===== config.mk =====
export PLATFORM = sky130hd
export DESIGN_NAME = input_conditioner
export DESIGN_NICKNAME = d
export VERILOG_FILES = /design/src/rtl/input_conditioner.sv
export SDC_FILE = /design/constraint.sdc
export NUM_CORES = 1
export LEC_CHECK = 0
export CAP_MARGIN = 20
export CORE_ASPECT_RATIO = 1.25
export CORE_UTILIZATION = 40
export CTS_BUF_LIST = sky130_fd_sc_hd__clkbuf_8
export CTS_CLUSTER_DIAMETER = 150
export DETAILED_ROUTE_END_ITERATION = 16
export DONT_BUFFER_PORTS = 1
export PLACE_DENSITY = 0.52
export SETUP_SLACK_MARGIN = 0.4
export SYNTH_ARGS = -nofsm -noshare
export SYNTH_HDL_FRONTEND = slang
export SYNTH_SLANG_ARGS = --single-unit
export TNS_END_PERCENT = 50

===== constraint.sdc =====
create_clock -name clk -period 3.3 [get_ports clk]
set_input_delay 0.33 -clock clk [delete_from_list [all_inputs] [get_ports clk]]
set_output_delay 0.33 -clock clk [all_outputs]
set_load 0.02 [all_outputs]

===== src/rtl/input_conditioner.sv =====
// Per-bit raw-input conditioner: two-flop synchroniser, stable-count debouncer,
// registered clean level plus single-cycle rise/fall strobes.
//
// Per-bit debounce state (implicit, no state register):
//   state    | meaning
//   IDLE     | sync2 == level, counter held at 0
//   COUNTING | sync2 != level, counter advancing toward terminal count
module input_conditioner #(
    parameter int width         = 10,
    parameter int stable_cycles = 4
) (
    input  logic             clk,
    input  logic             rst_n,
    input  logic [width-1:0] raw,
    output logic [width-1:0] level,
    output logic [width-1:0] rise,
    output logic [width-1:0] fall
);

    localparam int CNT_W_RAW = $clog2(stable_cycles + 1);
    localparam int CNT_W     = (CNT_W_RAW < 1) ? 1 : CNT_W_RAW;
    localparam logic [CNT_W-1:0] TERM = CNT_W'(stable_cycles - 1);

    logic [width-1:0] sync1_q, sync1_d;
    logic [width-1:0] sync2_q, sync2_d;
    logic [width-1:0] level_q, level_d;
    logic [width-1:0] rise_q,  rise_d;
    logic [width-1:0] fall_q,  fall_d;
    logic [CNT_W-1:0] cnt_q [width];
    logic [CNT_W-1:0] cnt_d [width];

    always_comb begin
        sync1_d = raw;
        sync2_d = sync1_q;
        level_d = level_q;
        rise_d  = '0;
        fall_d  = '0;
        for (int i = 0; i < width; i++) begin
            cnt_d[i] = '0;
            if (sync2_q[i] != level_q[i]) begin
                if (cnt_q[i] == TERM) begin
                    level_d[i] = sync2_q[i];
                    rise_d[i]  = sync2_q[i];
                    fall_d[i]  = ~sync2_q[i];
                end else begin
                    cnt_d[i] = cnt_q[i] + CNT_W'(1);
                end
            end
        end
    end

    always_ff @(posedge clk) begin
        if (!rst_n) begin
            sync1_q <= '0;
            sync2_q <= '0;
            level_q <= '0;
            rise_q  <= '0;
            fall_q  <= '0;
            for (int i = 0; i < width; i++) begin
                cnt_q[i] <= '0;
            end
        end else begin
            sync1_q <= sync1_d;
            sync2_q <= sync2_d;
            level_q <= level_d;
            rise_q  <= rise_d;
            fall_q  <= fall_d;
            for (int i = 0; i < width; i++) begin
                cnt_q[i] <= cnt_d[i];
            end
        end
    end

    assign level = level_q;
    assign rise  = rise_q;
    assign fall  = fall_q;

endmodule


==> reports/results.ini, run 1 <==
[cells_and_area]
seqCellArea_sq_mm=0.001602
fin_util_pct=46.36
multi_input_area_sq_mm=0.001114
syn2layout_area_growth_pct=10.65
n_antenna_cell=0
layout-drive-gt1-share_pct=11.02
fill_cells=609
final_nets=263

[setup_path]
cp.required_ns=3.53
cp_common_cell=ha_1
critPathKind=reg -> reg
cp.arrival_ns=1.45
reg2regPathDepth=3
crit_fanout=2
critPathSlowestCell=nor4b_1
cp-end-kind=flop
max_stage_delay_ns=0.34
r2r_end=cnt_q[2][2]$_SDFF_PP0_
path_cells=ha_1, ha_1, nor4b_1
r2r-start=cnt_q[2][0]$_SDFF_PP0_
rrSetupSlack_ns=2.07
startpoint_type=flop

[die]
num_rows=33
die_w_microns=76.64
start_util_pct=41.90
io_pins=42
core-area_sq_mm=0.006648
die_y_microns=95.30
die_area_sq_mm=0.007303

[logic_synthesis]
ys_top_cells_by_area=dfxtp_1 58%, ha_1 9.0%, nor4b_1 6.3%, nor3b_1 5.4%, and2_1 4.5%
syn_area_sq_mm=0.002785
synth_top_area_share_pct=57.50
yosysWarnings=0
ys_seq_area_share_pct=57.50
syn-instance-count=227
synth.distinct_cells=14
synth_top_cell_by_area=dfxtp_1
syn_avg_cell_area_sq_um=12.27
synth-seq-cells=80
syn_nets=259

[global_route]
grt.total_usage_pct=12.51
grt_pass1_vias=1617
grt_max_degree=71
grt_pass1_wl_mm=6.886
grt-ovfl-total=0
antenna_found_initial=0

[placement]
place_congestion=0.6502
hpwl_mm=2.709
io_buffers=0

[sta]
rsz0062_at_grt=false
period_share_pct=37.18
maxSlewViolCount=0
worst_pin_slew_ns=0.3439
setup_tns_ns=0
finClkSkew_ns=0.005854
max-slew-margin-rel_pct=77.04
min_period_ns=1.227
worst_hold_slack_ns=0.1131
max_freq_mhz=815.1
hold_viol_final=0
setup_violations=0

[clock_network]
post_cts_resized=0
clk_latency_ns=0.34
clkTransAtPathRegs_ns=0.07
cts_sinks=80
htreeDepth=3
cts_made_buffers=9
holdBufCountCts=0
cts_root_buf=clkbuf_8
clock_path_buffers=2
post_cts_buffers=0
cts_tree=done

[min_path]
hp-start=rst_n
hold_path_end=sync1_q[8]$_SDFF_PN0_
holdPathStages=1
hp-class=in -> reg

[power]
peakVddDrop_mv=0.3803
power_density_mw_per_mm2=580.3
power.leakage_nw=1.093

[drt]
post_drt_via_cell_ratio=4.916
drtIter0Drc=37
vias=1588
drt_wl_total_mm=4.092
drc=0
routedWlPerCell_microns=12.67
firstDrtPassIters=4
ant_nets=0

[status]
outcome=completed

[flow_run]
drv_cap=0

## through the flow
stage	instance area, sq um	worst slack [ns]	total power [mW]	cells
floorplan	2785	2.222	1.039	227
global placement	2861	2.200	1.035	307
detailed placement	2861	2.065	1.037	307
CTS	3082	2.053	1.819	323
global route	3082	1.971	1.866	323
finish	3082	2.073	1.788	323
## area by class of cell
class | instances | area share (%)
Clock inverter | 6 | 2.680
Inverter | 10 | 1.218
Sequential cell | 80 | 51.97
Tap cell | 87 | 3.532
Clock buffer | 10 | 4.466
Multi-Input combinational cell | 130 | 36.13
## cells by family (layout without fill, tap and decap cells)
group | after synthesis | count (layout) | share of synthesized area [%]
buffers and inverters | 17 | 26 | 2.516
XOR/XNOR | 10 | 10 | 3.145
AND/OR/NAND/NOR | 90 | 90 | 24.26
multiplexers | 10 | 10 | 3.594
adder cells (fa/ha/maj) | 20 | 20 | 8.985
flip-flops | 80 | 80 | 57.50
## power breakdown
group	switching, mW	internal (mW)
Sequential	0.00862	0.980
Clock	0.332	0.442
Combinational	0.00756	0.0182
Total	0.348	1.44
## routing by layer
layer	global-route usage (%)	wire length, microns
met2	21.47	2015
met4	8.654	106
met1	12.81	1788
met3	4.593	182
met5	0	0
## synthesized netlist by cell type, drive strengths merged
library cell / instances
nor4b: 20
and4bb: 10
xnor2: 10
inv: 10
nor2b: 10
mux2i: 10
nor3b: 20
nand2: 10
dfxtp: 80
ha: 20
clkbuf: 6
buf: 1
and2: 20
## cell usage in the layout, fill, tap and decap left out
master / n
clkbuf_8: 10
mux2i_1: 10
nor4b_1: 20
bufinv_16: 2
xnor2_1: 10
nor3b_1: 20
and2_1: 20
clkinvlp_4: 1
nand2_1: 10
dfxtp_1: 80
nor2b_1: 10
ha_1: 20
clkinv_2: 3
inv_1: 10
and4bb_2: 10
## worst max-delay path: cells and delay by family, from the launching register on
family        cells  cell delay (ns)
flops             1             0.32
simple gates      1             0.34
fa+ha+maj         2             0.46
## worst max-delay path by stage
stage	start	endpoint	cells after the start
finish	cnt_q[2][0]$_SDFF_PP0_	cnt_q[2][2]$_SDFF_PP0_	3
global route	cnt_q[7][0]$_SDFF_PP0_	cnt_q[7][2]$_SDFF_PP0_	3
CTS	cnt_q[2][0]$_SDFF_PP0_	cnt_q[2][2]$_SDFF_PP0_	3
detailed placement	cnt_q[2][0]$_SDFF_PP0_	cnt_q[2][2]$_SDFF_PP0_	3
global placement	cnt_q[2][0]$_SDFF_PP0_	cnt_q[2][2]$_SDFF_PP0_	3
floorplan	cnt_q[1][0]$_SDFF_PP0_	cnt_q[1][2]$_SDFF_PP0_	3
## registers in the layout, summed over array words and instances (netlist names)
register / count
cnt_q: 30
rise: 10
level: 10
fall: 10
sync1_q: 10
sync2_q: 10
(Power assumes the default switching activity.)
==> inputs of run 2 (changes only) <==
- PLACE_DENSITY: 0.52 -> 0.54
- clock period: 3.3 -> 1 ns (I/O delays scaled with it)
==> run 2 against run 1 <==
Effect of this change:
- the run now ends with hold timing, setup timing left
- sequential power rose to 3.3 times the previous value
- cell area is 34% higher
- non-clock buffer count up 32
- routed wire length rose by 19%
- flip-flop and latch count is the same
- largest cell class is now multi-input gates
==> reports/results.ini, run 2 (synthesis gave the netlist of run 1 again) <==
[clock_network]
clock_path_buffers=2  ; unchanged
holdBufCountCts=10  ; +10
htreeDepth=3  ; unchanged
cts_root_buf=clkbuf_8
clkTransAtPathRegs_ns=0.07  ; about the same
cts_made_buffers=9  ; unchanged
cts_tree=done
clk_latency_ns=0.34  ; about the same
cts_sinks=80  ; unchanged

[global_route]
grt_pass1_vias=1899  ; +17%
grt-ovfl-total=0  ; unchanged
antenna_found_initial=0  ; unchanged
grt.total_usage_pct=15.15  ; +2.6 points
grt_pass1_wl_mm=8.459  ; +23%
grt_max_degree=71  ; unchanged

[cells_and_area]
layout-drive-gt1-share_pct=65.54  ; +55 points
syn2layout_area_growth_pct=48.56
fin_util_pct=62.24  ; +16 points
n_antenna_cell=0  ; unchanged
largest_reg_flops=30  ; unchanged
regMostFlops=cnt_q
fill_cells=534  ; -12%
final_nets=295  ; +12%
mostFrequentLayoutCells=30 x dfxtp_2, 29 x dfxtp_1, 21 x dfxtp_4
final_common_cell=dfxtp_2

[drt]
wl_met1_mm=1.986  ; +11%
drc=0  ; unchanged
ant_nets=0  ; unchanged
post_drt_via_cell_ratio=4.833  ; -1.7%
firstDrtPassIters=4  ; unchanged
drt_wl_total_mm=4.859  ; +19%
vias=1711  ; +7.7%
routedWlPerCell_microns=13.73  ; +8.3%
wl_met3_microns=203  ; +12%
drtIter0Drc=51  ; +38%
top_layer=met4
wl_met2_mm=2.558  ; +27%

[power]
peakVddDrop_mv=0.8787  ; +130%
power.leakage_nw=1.395  ; +28%
power_density_mw_per_mm2=1367  ; +140%

[setup_path]
cp.required_ns=1.22  ; -2.31 ns
crit_fanout=5  ; +3
critPathKind=reg -> reg
cp-end-kind=flop
cp.arrival_ns=1.30  ; -0.15 ns
startpoint_type=flop

[status]
violations=hold timing, setup timing
outcome=finished, violations left

[sta]
setup_ws_ns=-0.07529  ; -2.148 ns
max_freq_mhz=930.0  ; +14%
min_period_ns=1.075  ; -0.1516 ns
maxSlewViolCount=0  ; unchanged
finClkSkew_ns=0.004819  ; -0.001035 ns
hold_viol_final=65  ; +65
rsz0062_at_grt=true
setup_violations=35  ; +35
worst_hold_slack_ns=-0.1135  ; -0.2266 ns
max-slew-margin-rel_pct=81.60  ; +4.6 points
period_share_pct=107.5  ; +70 points
worst_pin_slew_ns=0.2746  ; -0.06930 ns

[placement]
place_congestion=0.6345  ; -2.4%
hpwl_mm=2.980  ; +10%
io_buffers=0  ; unchanged

[die]
num_rows=33  ; unchanged
die_area_sq_mm=0.007303  ; unchanged
io_pins=42  ; unchanged
core-area_sq_mm=0.006648  ; unchanged
start_util_pct=41.90  ; unchanged
die_w_microns=76.64  ; unchanged
die_y_microns=95.30  ; unchanged

[min_path]
hp-class=in -> reg

[flow_run]
drv_cap=0  ; unchanged

## run 2: power breakdown
part	leakage, nW	switching [mW]	internal, mW	total, mW
Sequential	0.681	0.0412	3.18	3.22
Clock	0.103	1.07	1.19	2.26
Combinational	0.611	0.0467	0.130	0.176
Total	1.40	1.16	4.49	5.66
## run 2: repair_timing
action                     4_1_cts  5_1_grt
buffers inserted                10        2
hold endpoints to repair        80       77
setup endpoints to repair       90       90
gates resized for setup         86       19
pin swaps                       16       10
## run 2: area by class of cell
cell class | instances | area [sq um] | area share [%]
timing repair buffer | 32 | 302.8 | 7.318
multi-input combinational | 130 | 1784 | 43.12
sequential | 80 | 1718 | 41.52
tap | 87 | 108.9 | 2.631
inverter | 10 | 37.54 | 0.9072
clock inverter | 5 | 48.80 | 1.179
clock buffer | 10 | 137.6 | 3.326
## run 2: path summary, 6_finish.rpt
kind                                from                     to  slack (ns)  cells after the start
setup / recovery  cnt_q[5][1]$_SDFF_PP0_  level[5]$_SDFFE_PN0P_       -0.08                      4
hold reg to reg    sync1_q[0]$_SDFF_PN0_  sync2_q[0]$_SDFF_PN0_        0.44                      1
setup reg to reg  cnt_q[5][1]$_SDFF_PP0_  level[5]$_SDFFE_PN0P_       -0.08                      4
hold / removal                     rst_n  sync2_q[8]$_SDFF_PN0_       -0.11                      1
## run 2: critical path, cell delays in order (launching register included)
cell and delay, ns:
dfxtp_2 0.35, ha_4 0.14, ha_4 0.17, mux2i_1 0.22
nor2b_1 0.08
## run 2: per-stage QoR
stage | cells | cell area, sq um | setup slack (ns) | TNS [ns] | total power [mW]
global route | 354 | 4138 | -0.1019 | -2.649 | 5.914
finish | 354 | 4138 | -0.07529 | -0.7431 | 5.656
global placement | 317 | 3361 | 0.007455 | 0 | 3.443
detailed placement | 317 | 3361 | -0.1181 | -0.6113 | 3.452
CTS | 352 | 4033 | -0.05809 | -0.6728 | 5.747
floorplan | 227 | 3209 | 0.02136 | 0 | 3.458
## run 2: layer usage
layer  global-route usage, %  vias up
li1                        -      856
met1                   15.61      805
met2                   26.88       39
met3                   4.785       11
met4                   9.615        0
met5                       0        -
==> inputs of run 3 (changes only) <==
- GPL_TIMING_DRIVEN: unset -> 0
- SKIP_CTS_REPAIR_TIMING: unset -> 1
==> run 3 against run 2 <==
Effect of this change:
- the flow finishes with violations (setup timing)
- non-clock buffer count is 8 lower
- global-route usage rose by 0.28 points
- power grew 4.2%
- routed wire length increased by 13%
- sequential power is essentially flat
- cell count is 2.3% lower
- via count increased by 0.94%
- combinational power grew 35%
==> reports/results.ini, run 3 (synthesis gave the netlist of run 1 again) <==
[drt]
drtIter0Drc=25  ; -51%
vias=1727  ; +0.94%
drc=0  ; unchanged
routedWlPerCell_microns=15.86  ; +16%
firstDrtPassIters=2  ; -2
drt_wl_total_mm=5.487  ; +13%
post_drt_via_cell_ratio=4.991  ; +3.3%
ant_nets=0  ; unchanged

[die]
die_y_microns=95.30  ; unchanged
num_rows=33  ; unchanged
die_w_microns=76.64  ; unchanged
die_area_sq_mm=0.007303  ; unchanged
start_util_pct=41.90  ; unchanged
io_pins=42  ; unchanged
core-area_sq_mm=0.006648  ; unchanged

[cells_and_area]
fill_cells=529  ; -0.94%
seqCellArea_sq_mm=0.001689  ; -1.7%
layout-drive-gt1-share_pct=58.30  ; -7.2 points
final_common_cell=dfxtp_1
syn2layout_area_growth_pct=44.83
largest_reg_flops=30  ; unchanged
n_antenna_cell=0  ; unchanged
final_cell_area_sq_mm=0.004034  ; -2.5%
multi_input_area_sq_mm=0.001808  ; +1.3%
final_nets=287  ; -2.7%
fin_util_pct=60.68  ; -1.6 points
mostFrequentLayoutCells=38 x dfxtp_1, 28 x dfxtp_2, 20 x and2_1, 20 x ha_4, 18 x nor3b_2
layout.cells.non_filler=346  ; -2.3%
regMostFlops=cnt_q

[sta]
setup_ws_ns=-0.04665  ; +0.02864 ns
rsz0062_at_grt=true
finClkSkew_ns=0.01046  ; +0.005638 ns
setup_violations=36  ; +2.9%
worst_pin_slew_ns=0.5536  ; +0.2789 ns
hold_viol_final=0  ; -100%
maxSlewViolCount=0  ; unchanged
max_freq_mhz=955.4  ; +2.7%
period_share_pct=104.7  ; -2.9 points
max-slew-margin-rel_pct=63.10  ; -19 points
min_period_ns=1.047  ; -0.02864 ns

[placement]
postPlaceCellArea_sq_mm=0.003318  ; -1.3%
hpwl_mm=3.471  ; +16%
place_congestion=0.6395  ; +0.79%
place_inst=314  ; -0.95%
io_buffers=0  ; unchanged

[setup_path]
cp-end-kind=flop
startpoint_type=flop
crit_fanout=5  ; unchanged
cp.required_ns=1.26  ; +0.04 ns
cp.arrival_ns=1.30  ; about the same
critPathKind=reg -> reg

[global_route]
grt.total_usage_pct=15.43  ; +0.28 points
grt_pass1_wl_mm=8.328  ; -1.5%
grt_max_degree=13  ; -82%
grt-ovfl-total=0  ; unchanged
antenna_found_initial=0  ; unchanged
grt_pass1_vias=1770  ; -6.8%

[power]
power.leakage_nw=1.330  ; -4.7%
seqPwrFrac_pct=55.1  ; -1.8 points
swShare_pct=20.73  ; +0.20 points
peakVddDrop_mv=0.8928  ; +1.6%
intPower_mw=4.674  ; +4.0%
p_sw_mw=1.222  ; +5.2%
power_density_mw_per_mm2=1462  ; +6.9%
p_comb_share_pct=4.0  ; +0.9 points
clkPwrFrac_pct=40.9  ; +0.9 points

[clock_network]
cts_root_buf=clkbuf_8
clkTransAtPathRegs_ns=0.08  ; about the same
clk_latency_ns=0.34  ; about the same
cts_tree=done
clock_path_buffers=2  ; unchanged
cts_made_buffers=9  ; unchanged
htreeDepth=3  ; unchanged
cts_sinks=80  ; unchanged

[status]
violations=setup timing
outcome=finished, violations left

[flow_run]
drv_cap=0  ; unchanged

[min_path]
hp-class=in -> reg

## run 3: layer usage
metal,GRT usage [%],routed length (microns)
met1,15.70,2284
met2,28.68,2947
met3,5.646,182
met4,6.250,73
met5,0,0
## run 3: critical path: stages (launching register included)
cell and delay, ns:
dfxtp_4 0.35, ha_4 0.15, ha_4 0.19, nor4b_4 0.27
## run 3: worst paths after layout
path	cells after the start	end	slack (ns)	from
worst max register to register	3	cnt_q[5][2]$_SDFF_PP0_	-0.05	cnt_q[5][0]$_SDFF_PP0_
worst min-delay path	3	rise[8]$_SDFF_PN0_	0.15	rst_n
worst max-delay path	3	cnt_q[5][2]$_SDFF_PP0_	-0.05	cnt_q[5][0]$_SDFF_PP0_
worst min register to register	1	cnt_q[6][0]$_SDFF_PP0_	0.43	cnt_q[6][0]$_SDFF_PP0_
## run 3: stage by stage
step | setup WS [ns] | setup TNS [ns] | power, mW | hold WS (ns)
final | -0.04665 | -0.6238 | 5.896 | 0.1500
after global routing | -0.1074 | -2.442 | 6.175 | 0.1342
after CTS | -0.09063 | -0.9870 | 5.939 | -0.1334
after detailed placement | -0.07247 | -0.5079 | 3.513 | 0.2303
after global placement | 0.006503 | 0 | 3.503 | 0.2284
after floorplan | 0.02136 | 0 | 3.458 | 0.2273
## run 3: area by class of cell
| cell class | instances | area share [%] |
|---|---|---|
| Sequential cell | 80 | 41.87 |
| Timing Repair Buffer | 17 | 3.784 |
| Clock buffer | 12 | 4.094 |
| Tap cell | 87 | 2.699 |
| Buffer | 7 | 0.8065 |
| Clock inverter | 3 | 0.9926 |
| Inverter | 10 | 0.9305 |
| Multi-Input combinational cell | 130 | 44.82 |
## run 3: power by group through the flow
stage	logic (mW)	registers, mW	clock network, mW
after floorplan	0.117	3.34	0
after global placement	0.158	3.35	0
after detailed placement	0.164	3.35	0
after CTS	0.164	3.27	2.50
after global routing	0.262	3.25	2.66
final	0.238	3.25	2.41
